--- src/rtl/mod_pipe_pkg.sv ---
// Shared definitions for the modulation pipe: default word width, sequencer
// state encoding and the zero word forwarded for a lost segment.
package mod_pipe_pkg;

    localparam int unsigned DATA_W_DEF = 32;

    typedef enum logic [1:0] {
        IDLE  = 2'd0,
        ISSUE = 2'd1,
        WAIT  = 2'd2,
        OUT   = 2'd3
    } seq_state_t;

    localparam logic [DATA_W_DEF-1:0] ZERO_WORD = '0;

    // Width able to hold 0..limit inclusive.
    function automatic int unsigned cnt_width(input int unsigned limit);
        return (limit < 1) ? 1 : $clog2(limit + 1);
    endfunction

endpackage

--- src/rtl/mod_segment_sequencer_timeout.sv ---
// Per-segment WAIT watchdog: cleared on issue, counts while enabled and flags
// the cycle on which the segment result is declared lost.
module seg_timeout_counter
    import mod_pipe_pkg::*;
#(
    parameter int unsigned TIMEOUT = 15,
    parameter int unsigned CNT_W   = cnt_width(TIMEOUT)
) (
    input  logic clk,
    input  logic reset,
    input  logic clear,
    input  logic enable,
    output logic expire
);

    logic [CNT_W-1:0] count;

    always_ff @(posedge clk or posedge reset) begin
        if (reset) begin
            count <= '0;
        end else if (clear) begin
            count <= '0;
        end else if (enable && (count != CNT_W'(TIMEOUT))) begin
            // Saturate so a stuck enable can never wrap back below the limit.
            count <= count + CNT_W'(1);
        end
    end

    assign expire = enable && (count == CNT_W'(TIMEOUT - 1));

endmodule

--- src/rtl/mod_segment_sequencer.sv ---
// Walks NUM_SEG segment calculations per accepted symbol: start pulse, wait for
// the segment result (or time out), then forward it downstream over valid/ready.
module mod_segment_sequencer
    import mod_pipe_pkg::*;
#(
    parameter int unsigned DATA_W    = DATA_W_DEF,
    parameter int unsigned NUM_SEG   = 8,
    parameter int unsigned SEG_IDX_W = $clog2(NUM_SEG),
    parameter int unsigned TIMEOUT   = 15
) (
    input  logic                 clk,
    input  logic                 reset,
    input  logic                 bit_valid,
    output logic                 bit_ready,
    input  logic [DATA_W-1:0]    input_bit,
    output logic                 seg_start,
    output logic [SEG_IDX_W-1:0] seg_idx,
    output logic                 seg_sel,
    input  logic                 seg_valid,
    input  logic [DATA_W-1:0]    seg_data,
    output logic [DATA_W-1:0]    out_data,
    output logic                 out_valid,
    input  logic                 out_ready,
    output logic                 out_last,
    output logic                 busy,
    output logic                 error
);

    localparam int unsigned CNT_W = cnt_width(TIMEOUT);

    seq_state_t state;
    logic       seg_expire;
    logic       is_last;
    logic       unused_sym_bits;

    // Only bit 0 of the symbol steers the branch; the rest is carried for width.
    assign unused_sym_bits = ^input_bit[DATA_W-1:1];

    assign is_last   = (seg_idx == SEG_IDX_W'(NUM_SEG - 1));
    assign bit_ready = (state == IDLE);
    assign busy      = (state != IDLE);

    seg_timeout_counter #(
        .TIMEOUT (TIMEOUT),
        .CNT_W   (CNT_W)
    ) u_timeout (
        .clk    (clk),
        .reset  (reset),
        .clear  (state == ISSUE),
        .enable (state == WAIT),
        .expire (seg_expire)
    );

    always_ff @(posedge clk or posedge reset) begin
        if (reset) begin
            state     <= IDLE;
            seg_idx   <= '0;
            seg_sel   <= 1'b0;
            seg_start <= 1'b0;
            out_data  <= '0;
            out_valid <= 1'b0;
            out_last  <= 1'b0;
            error     <= 1'b0;
        end else begin
            seg_start <= 1'b0;
            case (state)
                IDLE: begin
                    if (bit_valid) begin
                        seg_sel   <= input_bit[0];
                        seg_idx   <= '0;
                        seg_start <= 1'b1;
                        state     <= ISSUE;
                    end
                end
                ISSUE: begin
                    state <= WAIT;
                end
                WAIT: begin
                    // A result arriving on the expiry cycle still wins.
                    if (seg_valid) begin
                        out_data  <= seg_data;
                        out_valid <= 1'b1;
                        out_last  <= is_last;
                        state     <= OUT;
                    end else if (seg_expire) begin
                        out_data  <= DATA_W'(ZERO_WORD);
                        out_valid <= 1'b1;
                        out_last  <= is_last;
                        error     <= 1'b1;
                        state     <= OUT;
                    end
                end
                OUT: begin
                    if (out_ready) begin
                        out_valid <= 1'b0;
                        out_last  <= 1'b0;
                        if (is_last) begin
                            state <= IDLE;
                        end else begin
                            // Start pulse is registered, so it lands in ISSUE.
                            seg_idx   <= seg_idx + SEG_IDX_W'(1);
                            seg_start <= 1'b1;
                            state     <= ISSUE;
                        end
                    end
                end
                default: begin
                    state <= IDLE;
                end
            endcase
        end
    end

endmodule

--- config.mk ---
export PLATFORM = sky130hd
export DESIGN_NAME = mod_segment_sequencer
export DESIGN_NICKNAME = d
export VERILOG_FILES = /design/src/rtl/mod_pipe_pkg.sv /design/src/rtl/mod_segment_sequencer_timeout.sv /design/src/rtl/mod_segment_sequencer.sv
export SDC_FILE = /design/constraint.sdc
export NUM_CORES = 1
export LEC_CHECK = 0
export ABC_CLOCK_PERIOD_IN_PS = 2800
export CAP_MARGIN = 20
export CORE_MARGIN = 10
export CORE_UTILIZATION = 35
export CTS_CLUSTER_SIZE = 12
export DETAILED_ROUTE_END_ITERATION = 16
export PLACE_DENSITY = 0.72
export SLEW_MARGIN = 20
export SYNTH_ARGS = -nofsm -noshare
export SYNTH_HDL_FRONTEND = slang
export SYNTH_HIERARCHICAL = 1
export SYNTH_SLANG_ARGS = --single-unit
--- constraint.sdc ---
create_clock -name clk -period 2.8 [get_ports clk]
set_clock_uncertainty 0.2 [all_clocks]
set_input_delay 0.56 -clock clk [delete_from_list [all_inputs] [get_ports clk]]
set_output_delay 0.56 -clock clk [all_outputs]
set_load 0.03 [all_outputs]
==> results.sh, run 1 <==
export IMPL_design_area_um2=3010
export IMPL_p_sw_uw=1430
export IMPL_place_area_um2=2870
export IMPL_leakage_uw=0.00132
export IMPL_post_route_period_util_pct=93.3
export IMPL_drtIter0Drc=46
export IMPL_netSwitchingFraction_pct=39.4
export IMPL_core_area_um2=5510
export IMPL_hold_path_class="in2async"
export IMPL_setup_violations=0
export IMPL_overflow=0
export IMPL_synth_compound_area_share_pct=20.5
export IMPL_hold_ws_ns=0.281
export IMPL_cts_resized=0
export IMPL_muxShareOfSynthArea_pct=3.09
export IMPL_finalCriticalPeriod_ns=2.61
export IMPL_ys_ff_latch=46
export IMPL_syn_inst=152
export IMPL_power_density_nw_per_um2=1210
export IMPL_port_buffers=79
export IMPL_synth_cell_types=38
export IMPL_fin_ws_ns=0.188
export IMPL_worstSetupEndpointType="output port"
export IMPL_syn_area_um2=1990
export IMPL_synthSimpleGateAreaFrac_pct=8.70
export IMPL_vias=1506
export IMPL_synth_avg_cell_area_um2=13.1
export IMPL_drive_gt1_share_pct=11.1
export IMPL_hpwlAfterDp_um=3850
export IMPL_synth_fp_nets=230
export IMPL_worstPathRequired_ns=2.04
export IMPL_grt_pass1_wl_um=8070
export IMPL_p_comb_share_pct=52.9
export IMPL_crit_top_cell="inv_1"
export IMPL_antenna_found_initial=0
export IMPL_startpoint_type="flip-flop"
export IMPL_final_cell_mix="clkdlybuf4s50_1 (79), dfrtp_1 (46), a22o_1 (32), inv_1 (9), ha_1 (9)"
export IMPL_clk_pin_slew_ns=0.08
export IMPL_tightest_slew_ns=0.652
export IMPL_clockRootBuffer="clkbuf_8"
export IMPL_slew_headroom_pct=56.2
export IMPL_final_common_cell="clkdlybuf4s50_1"
export IMPL_die_w_um=95.3
export IMPL_max_freq_ghz=0.383
export IMPL_synthTopCellsByArea="dfrtp_1 (58%), a22o_1 (14%), ha_1 (5.7%)"
export IMPL_drv_cap=0
export IMPL_n_antenna_cell=0
export IMPL_yosysTopAreaCellShare_pct=58.0
export IMPL_yosys_area_share_adder_pct=5.67
export IMPL_critPathKind="reg2out"
export IMPL_cts_sinks=46
export IMPL_cts_path_max_buffers=2
export IMPL_initial_core_util_pct=36.1
export IMPL_crit_fanout=6
export IMPL_final_hold_viol_count=0
export IMPL_intPower_uw=2200
export IMPL_maxSlewViolCount=0
export IMPL_wl_per_cell_um=16.7
export IMPL_ir_drop_uv=657
export IMPL_pin_count=111
export IMPL_synth_xor_area_share_pct=0
export IMPL_seqPwrFrac_pct=30.9
export IMPL_gp_congestion=0.808
export IMPL_layout_nets=312
export IMPL_setup_tns_final_ns=0
export IMPL_core_rowCount=27
export IMPL_ctsHoldBuffers=0
export IMPL_vias_per_cell=4.91
export IMPL_dieHeight_um=95.3
export IMPL_crit_chain="inv_1 -> ha_1 -> inv_1 -> clkdlybuf4s50_1"
export IMPL_die_area_um2=9090
export IMPL_ant_nets=0
export IMPL_power_clock_fraction_pct=16.2
export IMPL_cp_slowest_cell="clkdlybuf4s50_1"
export IMPL_grt_max_degree=33
export IMPL_post_place_ws_ns=0.495
export IMPL_arrival_ns=1.85
export IMPL_clk_latency_ns=0.29
export IMPL_synth_seq_area_share_pct=58.0
export IMPL_max_stage_delay_ns=0.67
export IMPL_yosys_area_top_type="dfrtp_1"
export IMPL_yosys_warnings=6
export IMPL_drcViolationCount=0
export IMPL_synthToLayoutAreaGrowth_pct=51.5
export IMPL_status="complete, no violations"
export IMPL_htreeDepth=2
export IMPL_dr_pass1_iters=4
export IMPL_cts_tree="done"
export IMPL_rsz0062_at_grt="no"
export IMPL_grtUsageTotal_pct=11.1
export IMPL_post_cts_setup_buffer_count=0
export IMPL_cts_buffers=5
export IMPL_finish_utilization_pct=54.6
export IMPL_grt_pass1_vias=1560
export IMPL_routed_wl_um=5140
export IMPL_synth_top_family_by_area="compound AO/OA/AOI/OAI gates"
-- metal layers --
metal	up-vias	share of wire (%)	global-route usage [%]
met5	-	0	0
met4	0	0.97	2.99
met3	6	8.5	4.01
met2	53	46	17.1
met1	729	45	14.5
li1	718	-	-
-- power by group through the flow --
| stage | combinational (µW) | sequential (µW) | clock, µW |
|---|---|---|---|
| final | 1920 | 1120 | 588 |
| after global routing | 2060 | 1150 | 630 |
| after CTS | 1950 | 1120 | 605 |
| after detailed placement | 1940 | 1130 | 0 |
| after global placement | 1930 | 1120 | 0 |
| after floorplan | 728 | 1600 | 0 |
-- synth_stat cells --
library cell and number:
nand3_1 1, o2bb2ai_1 1, and2b_1 1, inv_1 10
dfrtp_1 46, nor3_2 1, nand2b_1 2, nand3_2 1
nor2_1 2, and2_1 1, ha_1 9, nand2b_2 1
a211oi_1 1, buf_4 1, nor3b_2 1, o21ai_1 1
mux2_4 2, o21a_1 1, a211oi_4 1, and2_4 1
nor2b_1 3, nand4_1 1, mux2_2 1, o21ai_0 4
a31o_2 1, buf_2 7, a21oi_1 4, and2b_4 1
and4_2 1, nand2_1 3, a211oi_2 1, a22o_1 32
a2bb2oi_1 1, and4b_1 1, a221oi_1 1, nand3b_1 1
nor3_1 2, mux2i_1 2
-- sequential cells by signal, indices dropped and copies added (netlist names) --
signal,count
error,1
out_data,32
out_last,1
out_valid,1
seg_idx,3
seg_sel,1
seg_start,1
state,2
u_timeout/count,4
-- worst paths after layout --
path / startpoint / to / slack, ns / cells past startpoint
min in group clk: error$_DFFE_PP0P_ / error$_DFFE_PP0P_ / 0.28 / 1
hold / removal: reset / u_timeout/count[2]$_DFFE_PP0P_ / 0.28 / 2
hold reg to reg: error$_DFFE_PP0P_ / error$_DFFE_PP0P_ / 0.28 / 1
setup reg to reg: state[0]$_DFFE_PP0P_ / state[1]$_DFFE_PP0P_ / 0.75 / 6
setup / recovery: state[0]$_DFFE_PP0P_ / busy / 0.19 / 4
max in group asynchronous: reset / out_data[1]$_DFFE_PP0P_ / 1.50 / 3
-- logic make-up after synthesis --
kind of cell	count (synthesis)
AO/OA/AOI/OAI	49
adder cells (fa/ha/maj)	9
AND/OR/NAND/NOR	25
multiplexers	5
buffers and inverters	18
flip-flops	46
-- area by class of cell --
cell class              count  area [µm²]
fillers                   469        2500
clock buffers               5        68.8
well taps                  72        90.1
inverters                  10        37.5
repair buffers             83         833
flip-flops and latches     46        1150
clock inverters             3        68.8
multi-input cells          88         758
-- through the flow --
| step | std cells | power, µW |
|---|---|---|
| floorplan | 152 | 2330 |
| global placement | 299 | 3050 |
| detailed placement | 299 | 3070 |
| CTS | 307 | 3680 |
| global route | 307 | 3840 |
| finish | 307 | 3630 |
-- critical path, delay by kind of cell (launching register included) --
| kind | cells | cell delay, ns |
|---|---|---|
| adders and majority gates | 1 | 0.27 |
| buffers and inverters | 3 | 0.85 |
| DFF | 1 | 0.44 |
Power figures use the tool's default switching activity.
==> inputs of run 2 (changes only) <==
--- a/config.mk
+++ b/config.mk
@@ -5,13 +5,14 @@
 export SDC_FILE = /design/constraint.sdc
 export NUM_CORES = 1
 export LEC_CHECK = 0
-export ABC_CLOCK_PERIOD_IN_PS = 2800
+export ABC_CLOCK_PERIOD_IN_PS = 2100
 export CAP_MARGIN = 20
+export CORE_ASPECT_RATIO = 1.4
 export CORE_MARGIN = 10
 export CORE_UTILIZATION = 35
 export CTS_CLUSTER_SIZE = 12
 export DETAILED_ROUTE_END_ITERATION = 16
-export PLACE_DENSITY = 0.72
+export PLACE_DENSITY = 0.75
 export SLEW_MARGIN = 20
 export SYNTH_ARGS = -nofsm -noshare
 export SYNTH_HDL_FRONTEND = slang
==> constraint.sdc (replaced) <==
create_clock -name clk -period 2.1 [get_ports clk]
set_clock_uncertainty 0.2 [all_clocks]
set_input_delay 0.42 -clock clk [delete_from_list [all_inputs] [get_ports clk]]
set_output_delay 0.42 -clock clk [all_outputs]
set_load 0.03 [all_outputs]
==> run 2 against run 1 <==
Compared with the run above: critical path depth is 3 lower; non-clock buffer count is 5 higher; cell area up 0.42%; critical endpoint is now seg_idx[2]; highest routed layer unchanged.
==> results.sh, run 2 (synthesized netlist as in run 1, its figures left out) <==
export IMPL_status="complete, no violations"
export IMPL_max_freq_ghz=0.489
export IMPL_maxSlewViolCount=0
export IMPL_final_common_cell="clkdlybuf4s50_1"
export IMPL_leakage_uw=0.00133
export IMPL_drv_cap=0
export IMPL_core_area_um2=5530
export IMPL_crit_buf_inv=1
export IMPL_path_delay_family="buffers and inverters"
export IMPL_tightest_slew_ns=0.351
export IMPL_startpoint_type="flip-flop"
export IMPL_rsz0062_at_grt="no"
export IMPL_drtIter0Drc=83
export IMPL_power_density_nw_per_um2=1590
export IMPL_intPower_uw=2870
export IMPL_routed_wl_um=5140
export IMPL_cts_resized=1
export IMPL_cts_buffers=5
export IMPL_ir_drop_uv=669
export IMPL_setup_violations=0
export IMPL_clk_pin_slew_ns=0.09
export IMPL_dieHeight_um=109
export IMPL_worstSetupEndpointType="output port"
export IMPL_hpwlAfterDp_um=3920
export IMPL_clockRootBuffer="clkbuf_8"
export IMPL_ctsHoldBuffers=0
export IMPL_cts_path_max_buffers=2
export IMPL_hold_path_class="in2async"
export IMPL_routed_top_layer="met4"
export IMPL_htreeDepth=2
export IMPL_final_cell_mix="clkdlybuf4s50_1 (77), dfrtp_1 (46), a22o_1 (32), inv_1 (9), ha_1 (9)"
export IMPL_post_cts_setup_buffer_count=0
export IMPL_wl_met3_um=406
export IMPL_netSwitchingFraction_pct=40.0
export IMPL_p_sw_uw=1920
export IMPL_seqPwrFrac_pct=30.9
export IMPL_finish_utilization_pct=54.7
export IMPL_ant_nets=0
export IMPL_vias_per_cell=4.97
export IMPL_power_clock_fraction_pct=13.8
export IMPL_critPathKind="reg2out"
export IMPL_wl_met1_um=2320
export IMPL_grt_pass1_vias=1574
export IMPL_finalCriticalPeriod_ns=2.04
export IMPL_vias=1531
export IMPL_layout_nets=317
export IMPL_die_w_um=83.7
export IMPL_n_antenna_cell=0
export IMPL_largest_register="out_data"
export IMPL_cts_sinks=46
export IMPL_die_area_um2=9130
export IMPL_cts_tree="done"
export IMPL_initial_core_util_pct=35.9
export IMPL_port_buffers=79
export IMPL_p_comb_share_pct=55.4
export IMPL_crit_fanout=4
export IMPL_dr_pass1_iters=4
export IMPL_met2_length_um=2360
export IMPL_overflow=0
export IMPL_grt_max_degree=43
export IMPL_gp_congestion=0.800
export IMPL_grtUsageTotal_pct=11.1
export IMPL_cp_slowest_cell="clkdlybuf4s50_1"
export IMPL_largest_reg_flops=32
export IMPL_setup_tns_final_ns=0
export IMPL_core_rowCount=32
export IMPL_drcViolationCount=0
export IMPL_max_stage_delay_ns=0.71
export IMPL_crit_chain="clkdlybuf4s50_1"
export IMPL_arrival_ns=1.42
export IMPL_wl_per_cell_um=16.7
export IMPL_antenna_found_initial=0
export IMPL_clk_latency_ns=0.29
export IMPL_pin_count=111
export IMPL_worstPathRequired_ns=1.48
export IMPL_drive_gt1_share_pct=13.8
export IMPL_synthToLayoutAreaGrowth_pct=52.1
export IMPL_reg_top3="out_data (32), u_timeout/count (4), seg_idx (3)"
export IMPL_final_hold_viol_count=0
export IMPL_slew_headroom_pct=76.5
export IMPL_post_route_period_util_pct=97.3
export IMPL_grt_pass1_wl_um=8490
-- run 2: cell types whose count changed in the layout (fill, tap and decap cells not counted), sizes merged --
| cell | previous run | this run |
|---|---|---|
| clkdlybuf4s50 | 79 | 77 |
| bufinv | 2 | 1 |
| inv | 9 | 10 |
| clkbuf | 5 | 6 |
| buf | 4 | 10 |
-- run 2: layout make-up --
| type | instances | area (µm²) |
|---|---|---|
| clock buffer | 5 | 68.8 |
| clock inverter | 3 | 43.8 |
| fill | 500 | 2500 |
| sequential | 46 | 1150 |
| multi-input combinational | 88 | 758 |
| timing repair buffer | 88 | 876 |
| inverter | 10 | 37.5 |
| tap | 68 | 85.1 |
-- run 2: power groups by stage --
stage               Clock, µW  Combinational, µW  Sequential (µW)
CTS                       681               2690             1480
detailed placement          0               2680             1500
global placement            0               2660             1490
floorplan                   0                971             2130
finish                    660               2650             1480
global route              718               2840             1540
-- run 2: worst paths after layout --
path | startpoint | to | slack, ns | cells after the start
max | seg_idx[2]$_DFFE_PP0P_ | seg_idx[2] | 0.06 | 1
min | reset | u_timeout/count[3]$_DFFE_PP0P_ | 0.14 | 2
max reg2reg | seg_idx[0]$_DFFE_PP0P_ | seg_idx[2]$_DFFE_PP0P_ | 0.14 | 6
min reg2reg | error$_DFFE_PP0P_ | error$_DFFE_PP0P_ | 0.27 | 1
max in group asynchronous | reset | seg_sel$_DFFE_PP0P_ | 1.20 | 3
min in group clk | error$_DFFE_PP0P_ | error$_DFFE_PP0P_ | 0.27 | 1
-- run 2: per-stage QoR --
step	instance area (µm²)	power (µW)	hold slack [ns]	worst slack [ns]	instances
after detailed placement	2910	4180	0.259	0.0985	300
after global routing	3020	5100	0.162	0.000921	308
after floorplan	1990	3110	-0.0139	0.0325	152
after CTS	3020	4850	0.149	0.0334	308
after global placement	2910	4150	0.253	0.0958	300
final	3020	4790	0.144	0.0570	308
-- run 2: routing by layer --
layer | track usage, % | vias to the layer above
met4 | 2.16 | 0
met3 | 4.55 | 5
li1 | - | 729
met5 | 0 | -
met2 | 17.5 | 56
met1 | 14.2 | 741
==> inputs of run 3 (changes only) <==
--- a/config.mk
+++ b/config.mk
@@ -13,6 +13,7 @@
 export CTS_CLUSTER_SIZE = 12
 export DETAILED_ROUTE_END_ITERATION = 16
 export PLACE_DENSITY = 0.75
+export SKIP_CTS_REPAIR_TIMING = 1
 export SLEW_MARGIN = 20
 export SYNTH_ARGS = -nofsm -noshare
 export SYNTH_HDL_FRONTEND = slang
==> run 3 against run 2 <==
Compared with the run above: non-clock buffer count unchanged; die area unchanged; via count unchanged; total power increased by 0.24%; fmax about the same; sequential share of layout area decreased by 0.094 points; sequential cell count unchanged; hold slack about the same; clock-buffer cell count unchanged; critical endpoint unchanged; largest cell class unchanged; highest routed layer unchanged.
==> results.sh, run 3 (synthesized netlist as in run 1, its figures left out) <==
export IMPL_grt_max_degree=43
export IMPL_clk_pin_slew_ns=0.09
export IMPL_arrival_ns=1.42
export IMPL_layout_nets=317
export IMPL_critPathKind="reg2out"
export IMPL_reg2reg_depth=6
export IMPL_core_rowCount=32
export IMPL_tightest_slew_ns=0.352
export IMPL_n_antenna_cell=0
export IMPL_worstSetupEndpointType="output port"
export IMPL_die_w_um=83.7
export IMPL_die_area_um2=9130
export IMPL_max_stage_delay_ns=0.71
export IMPL_dp_cells=300
export IMPL_largest_reg_flops=32
export IMPL_dr_pass1_iters=4
export IMPL_fin_cells=308
export IMPL_cts_buffers=5
export IMPL_cts_sinks=46
export IMPL_synthToLayoutAreaGrowth_pct=52.5
export IMPL_seqPwrFrac_pct=30.8
export IMPL_routed_wl_um=5170
export IMPL_grt_pass1_vias=1574
export IMPL_max_freq_ghz=0.489
export IMPL_post_route_period_util_pct=97.3
export IMPL_startpoint_type="flip-flop"
export IMPL_ir_drop_uv=671
export IMPL_crit_chain="clkdlybuf4s50_1"
export IMPL_antenna_found_initial=0
export IMPL_status="complete, no violations"
export IMPL_finalCriticalPeriod_ns=2.04
export IMPL_port_buffers=79
export IMPL_wl_per_cell_um=16.8
export IMPL_cts_path_max_buffers=2
export IMPL_final_cell_mix="clkdlybuf4s50_1 (77), dfrtp_1 (46), a22o_1 (32), inv_1 (9), ha_1 (9)"
export IMPL_grtUsageTotal_pct=11.1
export IMPL_core_area_um2=5530
export IMPL_intPower_uw=2880
export IMPL_worstPathRequired_ns=1.48
export IMPL_startpoint="seg_idx[2]$_DFFE_PP0P_"
export IMPL_ant_nets=0
export IMPL_final_hold_viol_count=0
export IMPL_clk_latency_ns=0.29
export IMPL_rsz0062_at_grt="no"
export IMPL_crit_buf_inv=1
export IMPL_hpwlAfterDp_um=3920
export IMPL_hold_path_class="in2async"
export IMPL_dieHeight_um=109
export IMPL_cp_slowest_cell="clkdlybuf4s50_1"
export IMPL_clockRootBuffer="clkbuf_8"
export IMPL_power_density_nw_per_um2=1590
export IMPL_hold_ws_ns=0.144
export IMPL_maxSlewViolCount=0
export IMPL_final_common_cell="clkdlybuf4s50_1"
export IMPL_drcViolationCount=0
export IMPL_power_clock_fraction_pct=13.8
export IMPL_htreeDepth=2
export IMPL_worstReg2RegStart="seg_idx[0]$_DFFE_PP0P_"
export IMPL_netSwitchingFraction_pct=40.0
export IMPL_drv_cap=0
export IMPL_leakage_uw=0.00135
export IMPL_cp_depth=1
export IMPL_p_sw_uw=1920
export IMPL_pin_count=111
export IMPL_slew_headroom_pct=76.5
export IMPL_vias_per_cell=4.97
export IMPL_path_delay_family="buffers and inverters"
export IMPL_setup_violations=0
export IMPL_vias=1531
export IMPL_grt_pass1_wl_um=8490
export IMPL_cts_tree="done"
export IMPL_drtIter0Drc=64
export IMPL_largest_register="out_data"
export IMPL_crit_fanout=4
export IMPL_drive_gt1_share_pct=13.3
export IMPL_initial_core_util_pct=35.9
export IMPL_gp_congestion=0.800
export IMPL_p_comb_share_pct=55.5
export IMPL_overflow=0
export IMPL_reg_top3="out_data (32), u_timeout/count (4), seg_idx (3)"
-- run 3: final timing paths --
kind	to	slack (ns)
max	seg_idx[2]	0.06
min reg2reg	error$_DFFE_PP0P_	0.27
min in group clk	error$_DFFE_PP0P_	0.27
max in group asynchronous	seg_sel$_DFFE_PP0P_	1.20
max reg2reg	seg_idx[2]$_DFFE_PP0P_	0.14
min	u_timeout/count[3]$_DFFE_PP0P_	0.14
-- run 3: routing by layer --
metal	share of wire [%]	GRT usage [%]	up-vias
li1	-	-	727
met1	46	14.2	743
met2	46	17.5	56
met3	7.8	4.55	5
met4	0.91	2.16	0
met5	0	0	-
-- run 3: area by class of cell --
| class | count | area (µm²) |
|---|---|---|
| clock inverters | 3 | 43.8 |
| clock buffers | 5 | 68.8 |
| multi-input cells | 88 | 758 |
| well taps | 68 | 85.1 |
| flip-flops and latches | 46 | 1150 |
| fillers | 500 | 2500 |
| repair buffers | 88 | 883 |
| inverters | 10 | 37.5 |
-- run 3: power groups by stage --
| stage | registers, µW | clock network, µW | logic (µW) |
|---|---|---|---|
| floorplan | 2130 | 0 | 971 |
| global placement | 1490 | 0 | 2660 |
| detailed placement | 1500 | 0 | 2680 |
| CTS | 1480 | 681 | 2700 |
| global route | 1540 | 718 | 2850 |
| finish | 1480 | 660 | 2660 |
-- run 3: metrics by stage --
step | area, µm² | util (%) | total power, µW | worst slack (ns) | TNS [ns]
2_1_floorplan | 1990 | - | 3110 | 0.0325 | 0
3_3_place_gp | 2910 | 52.7 | 4150 | 0.0958 | 0
3_5_place_dp | 2910 | 52.7 | 4180 | 0.0985 | 0
4_1_cts | 3030 | 54.8 | 4860 | -0.228 | -0.228
5_1_grt | 3030 | 54.8 | 5100 | 0.000921 | 0
6_report | 3030 | 54.8 | 4800 | 0.0562 | 0
